### config.mk
export PLATFORM = sky130hd
export DESIGN_NAME = ring_buffer
export DESIGN_NICKNAME = d
export VERILOG_FILES = /design/src/rtl/ring_buffer.sv
export SDC_FILE = /design/constraint.sdc
export NUM_CORES = 1
export LEC_CHECK = 0
export BUFFER_PORTS_ARGS = -buffer_cell sky130_fd_sc_hd__buf_2
export CAP_MARGIN = 15
export CORE_ASPECT_RATIO = 1.5
export CORE_MARGIN = 3
export CORE_UTILIZATION = 49
export DETAILED_ROUTE_END_ITERATION = 10
export GPL_TIMING_DRIVEN = 1
export PLACE_DENSITY = 0.81
export SLEW_MARGIN = 20
export SYNTH_ARGS = -nofsm -noshare
export SYNTH_HDL_FRONTEND = slang
export SYNTH_SLANG_ARGS = --single-unit
### constraint.sdc
create_clock -name clk -period 2.7 [get_ports clk]
set_clock_uncertainty 0.05 [all_clocks]
set_input_delay 0.405 -clock clk [delete_from_list [all_inputs] [get_ports clk]]
set_output_delay 0.405 -clock clk [all_outputs]
set_load 0.005 [all_outputs]
### src/rtl/ring_buffer.sv
// ring_buffer: single-clock FIFO ring buffer with registered read data and one-cycle read acknowledge
// Ports: clk, reset (async active-low), writeEnable/data push, readEnable pop,
//        dataReadAck/dataRead registered pop result, debug/debug2 pointer and occupancy snapshots.
// Define RING_BUFFER_DEBUG_EN to build the debug words and drop counter; otherwise debug outputs are 0.
module ring_buffer #(
  parameter int DATA_WIDTH = 8,
  parameter int ADDR_BITS = 2
) (
  input  logic                  clk,
  input  logic                  reset,
  input  logic                  writeEnable,
  input  logic [DATA_WIDTH-1:0] data,
  input  logic                  readEnable,
  output logic                  dataReadAck,
  output logic [DATA_WIDTH-1:0] dataRead,
  output logic [31:0]           debug,
  output logic [31:0]           debug2
);
  localparam int DEPTH = 1 << ADDR_BITS;
  logic [DATA_WIDTH-1:0] mem [DEPTH];
  logic [ADDR_BITS-1:0] rd_ptr, wr_ptr;
  logic [ADDR_BITS:0] count;
  logic full, empty, rd_ok, wr_ok;
  // count never exceeds depth, so its top bit alone marks full
  assign full = count[ADDR_BITS];
  assign empty = count == '0;
  assign rd_ok = readEnable & ~empty;
  // a full buffer still takes a write when a read frees a slot in the same cycle
  assign wr_ok = writeEnable & (~full | rd_ok);
  always_ff @(posedge clk)
    if (wr_ok) mem[wr_ptr] <= data;
  always_ff @(posedge clk or negedge reset)
    if (!reset) begin
      rd_ptr <= '0;
      wr_ptr <= '0;
      count <= '0;
      dataReadAck <= 1'b0;
      dataRead <= '0;
    end else begin
      dataReadAck <= rd_ok;
      if (rd_ok) dataRead <= mem[rd_ptr];
      if (rd_ok) rd_ptr <= rd_ptr + 1'b1;
      if (wr_ok) wr_ptr <= wr_ptr + 1'b1;
      count <= count + (ADDR_BITS+1)'(wr_ok) - (ADDR_BITS+1)'(rd_ok);
    end
`ifdef RING_BUFFER_DEBUG_EN
  logic [7:0] drops;
  always_ff @(posedge clk or negedge reset)
    if (!reset) drops <= '0;
    else if (writeEnable && !wr_ok && drops != 8'hff) drops <= drops + 8'd1;
  assign debug = {16'(wr_ptr), 16'(rd_ptr)};
  assign debug2 = {drops, 6'd0, empty, full, 16'(count)};
`else
  assign debug = '0;
  assign debug2 = '0;
`endif
endmodule

* After elaboration in Yosys (flattened, before gate mapping)
Memories as Yosys holds them, arrays and structs flattened. A register that Yosys moved wholly into a read port is not among the register bits.
Index checks and enable logic that the tools add are counted.
** Word-level totals
- Register bits :: 8
- Bits in writable memories :: 32
- Bits of input ports :: 12
- Memories kept :: 1
** Memory list
- mem :: words 4, width 8, rd ports 1, clocked after Yosys merged registers in 1, wr ports 1, RTL line 20 : logic [DATA_WIDTH-1:0] mem [DEPTH];
** Cells by class
- Add/sub/neg operators :: 4
- Multiplexer cells :: 2
- Bitwise operators :: 5
- Reductions and logical operators :: 2
** Operator list (number)
- 2-bit by 1-bit adder with 2-bit output, second input constant :: 2
- 3-bit by 1-bit adder with 3-bit output :: 1
- 3-bit logical NOT :: 1
- 3-bit by 1-bit subtractor with 3-bit output :: 1
- 1-bit bitwise AND :: 2
- 1-bit two-way mux :: 2
- 1-bit inverter :: 2
- 1-bit logical NOT :: 1
- 1-bit bitwise OR :: 1

* Longest topological paths before layout
- Depth after elaboration :: 7
- Mapped depth :: 9
- Gate-level depth less buffers :: 9

* Least setup slack after synthesis
Ideal clock, no wire load.
- Path type :: reg2reg
- Start :: register count[1]
- End :: register count[2]
- Arrival :: 2.059 ns
- Data required time :: 2.527 ns
- Slack :: 0.468 ns
- Cell stages (with the launch flop) :: 9
- Period minus slack after synthesis :: 2.232 ns
- Cells stage by stage :: dfrtp_1 -> o31ai_4 -> inv_4 -> ha_1 -> inv_1 -> ha_1 -> fa_1 -> xnor2_1 -> xnor2_1
** On the way
- Cells in the longest elaborated chain, start to end :: 7
** Ends and longest elaborated chain
- start: declaration :: RTL line 22 : logic [ADDR_BITS:0] count;
- start signal: assignment :: RTL line 44 : count <= count + (ADDR_BITS+1)'(wr_ok) - (ADDR_BITS+1)'(rd_ok);
- 3-bit logical NOT (*) :: RTL line 26 : assign empty = count == '0;
- 1-bit inverter (*) :: RTL line 27 : assign rd_ok = readEnable & ~empty;
- 1-bit bitwise AND (*) :: RTL line 27
- via rd_ok :: RTL line 23 : logic full, empty, rd_ok, wr_ok;
- 1-bit bitwise OR :: RTL line 29 : assign wr_ok = writeEnable & (~full | rd_ok);
- 1-bit bitwise AND :: RTL line 29
- 3-bit by 1-bit adder with 3-bit output :: RTL line 44
- 3-bit by 1-bit subtractor with 3-bit output (*) :: RTL line 44
Mark *: on every way through the listed nets, which the timed path passes. The rest lies on a longest branch.
A chain may end at the register's enable or synchronous reset.

* Worst setup path in the final report
Ends and elaborated chain as after synthesis.

==> metrics.md <==
| Metric | Value |
|---|---|
| Die span in y | 91.2 um |
| DPL Wire Length | roughly 2.5 mm |
| Global-route wire length before repair | 5.08 mm |
| Final WS setup | 0.566 ns |
| Skew-Pair Late Insertion Delay | approximately 0.29 ns |
| Critical-path cell list | o31ai_4 > inv_4 > ha_1 > inv_1 > ha_1 > fa_1 > xnor2_1 > xnor2_1 |
| Max FO, Critical Path | 11 |
| H-tree Lvls | 2 |
| Max Buffers Root-to-Sink | 2 |
| P_leak | between 1 and 1.5 nW |
| Nets | 220 |
| CP required | 2.87 ns |
| Vias in the first global route | around 1000 |
| CTS Buf Count | 5 |
| Worst-Margin Slew | 0.584 ns |
| Rel. slew slack | 61.1% |
| Asr flop ratio synth | about 33% |
| Part of the power in the clock network | 18.6% |
| CTS sink count | 48 |
| Commonest cells in the netlist | buf_4, edfxtp_1, nand2_1 |
| Antenna Nets Post-Route | 0 |
| RSZ-0062 raised after global routing | no |
| Yosys top cell by area | edfxtp_1 |
| Root buf cell | clkbuf_8 |
| Crit end category | flip-flop |
| Critical path's slowest cell | dfrtp_1 |
| GP Congestion | 0.690 |
| # diodes | 0 |
| Final setup TNS | 0 ns |
| Die ar. | 5730 sq um |
| GRT overflow | 0 |
| CP arrival | ~2.3 ns |
| Worst hold start | data[7] |
| Final setup violation count | 0 |
| Initial antenna violation count | 0 |
| Top cells by area, synth | edfxtp_1, buf_4, dfrtp_1, mux4_2, nand2_1 |
| Internal power | 0.00148 W |
| Post-synthesis sequential area ratio | 57.4% |
| Levels on crit path | 8 |
| R2R Setup Slk | 0.57 ns |
| Combinational fraction of design power | 27.5% |
| Run status | completed |
| DRC | 0 |
| Worst r2r src | count[1] |
| Final period util | 79.0% |
| CP delay by family, top | adder cells |
| Core area | 4580 sq um |
| Peak VDD IR | 0.000396 V |
| Area Overhead vs Synth | 0.897% |
| Cells after DPL | 257 |
| Worst min-delay path class | input port to flip-flop |
| Worst Setup SP | count[1] |
| # Post-CTS Setup Buffers | 0 |
| Initial DRC Count | 14 |
| Initial cell density of the core | about half |
| Most used DFF post-synth | edfxtp_1 |
| IO Count | 85 |
| Syn Inst Count | 175 |
| CP bufs+invs | 2 |
| Top-area cell type share of the netlist area | 40.5% |
| DRT Pass-1 Iters | 4 |
| Via count | 1120 |
| Rows | 30 |
| Crit path time final | 2.13 ns |
| Clock transition at the registers of the reported paths | 0.08 ns |
| Setup CP Type | flip-flop to flip-flop |
| Reg2Reg Depth | 8 |
| Tot GR Track Use | between 10% and 20% |
| WL/cell | 12.2 um |
| Sw frac | 30.9% |
| Flop pwr share | ~54% |
| Number of max-cap violations | 0 |
| Max-slew violation count | 0 |
| Fin. Hold Viols | 0 |
| Via/cell ratio | 4.21 |
| Final WL | 3.25 mm |
| Number of I/O port buffers | 20 |
| Synthesized area | 2370 sq um |
| CTS tree | built |
| Number of synthesized flops with an enable pin | 32 |
| Ys Warns | 0 |
| F_max | 0.469 GHz |
| CP startpoint kind | flip-flop |
| Die X | between 60 and 70 um |
| Pre-CTS WS | 0.534 ns |
| Hold Path Depth | 1 |
| Power density over the cells | 897 nW/um^2 |
| Layout cells sized above 1 | between 10% and 20% |
| Cell with the most instances after synthesis | buf_4 |
| Mean Syn Cell Area | 13.5 sq um |
| Largest stage delay, worst path | 0.42 ns |
| Worst hold slack | 0.272 ns |
| Fin cells | 266 |
| Largest net degree at the start of global routing | 17 |
| Synth cell types | 17 |
| P_sw | 0.000663 W |
| #FFs+latches synth | 48 |
[cells in the final DEF (no fill, tap or decap), drive strengths merged]
| cell | instances |
|---|---|
| o21a | 1 |
| and2 | 4 |
| mux4 | 8 |
| clkbuf | 7 |
| edfxtp | 32 |
| buf | 21 |
| inv | 8 |
| mux2 | 1 |
| fa | 1 |
| clkinv | 1 |
| dlygate4sd3 | 1 |
| nand2 | 25 |
| conb | 64 |
| o31ai | 1 |
| xnor2 | 5 |
| ha | 6 |
| dfrtp | 16 |
[layer usage]
layer	vias up	wire, um	GRT usage, %
li1	506	-	-
met1	537	1230	12.8
met2	72	1670	20.7
met3	5	265	3.09
met4	0	76	6.08
met5	-	0	0
[state kept, by name, summed over array words and instances, names as in the netlist]
name / flops
count: 3
dataRead: 8
dataReadAck: 1
mem: 32
rd_ptr: 2
wr_ptr: 2
[per-stage QoR]
step | cell area, sq um | power, W | utilization (%)
2_1_floorplan | 2610 | 0.00165 | -
3_3_place_gp | 2300 | 0.00175 | 50.3
3_5_place_dp | 2300 | 0.00178 | 50.3
4_1_cts | 2390 | 0.00218 | 52.2
5_1_grt | 2390 | 0.00231 | 52.2
6_report | 2390 | 0.00215 | 52.2
[cell type report]
type                    count  area [sq um]
clock buffers               7          76.3
flip-flops and latches     48          1360
multi-input cells         116           721
fillers                   408          2190
repair buffers             22           118
clock inverters             1          3.75
well taps                  64          80.1
inverters                   8          32.5
[cells by family (layout without fill, tap and decap cells)]
family,Yosys count,count (layout),synth area share (%)
mux,9,9,8.07
compound gates,2,2,1.21
other cells,1,64,0.158
flops,48,48,57.4
xor+xnor,5,5,1.85
fa+ha+maj,7,7,4.01
simple gates,29,29,5.12
buf+inv,74,38,22.2
[power by group through the flow]
| stage | logic [W] | registers, W | clock network [W] |
|---|---|---|---|
| after floorplan | 0.000554 | 0.00110 | 0 |
| final | 0.000590 | 0.00116 | 0.000400 |
| after global routing | 0.000677 | 0.00119 | 0.000444 |
| after global placement | 0.000585 | 0.00117 | 0 |
| after CTS | 0.000606 | 0.00116 | 0.000413 |
| after detailed placement | 0.000603 | 0.00118 | 0 |
[path summary, 6_finish.rpt]
path | to
min | mem[1][7]
max in group asynchronous | wr_ptr[0]
min in group asynchronous | count[1]
max reg2reg | count[2]
min reg2reg | dataRead[4]
max | count[2]
[what timing repair did]
item                                    in CTS  in global routing
resized for setup                            0                  0
endpoints found under the setup margin       0                  0
hold buffers                                 1                  0
hold endpoints to repair                    16                  0
(Power assumes the default switching activity.)
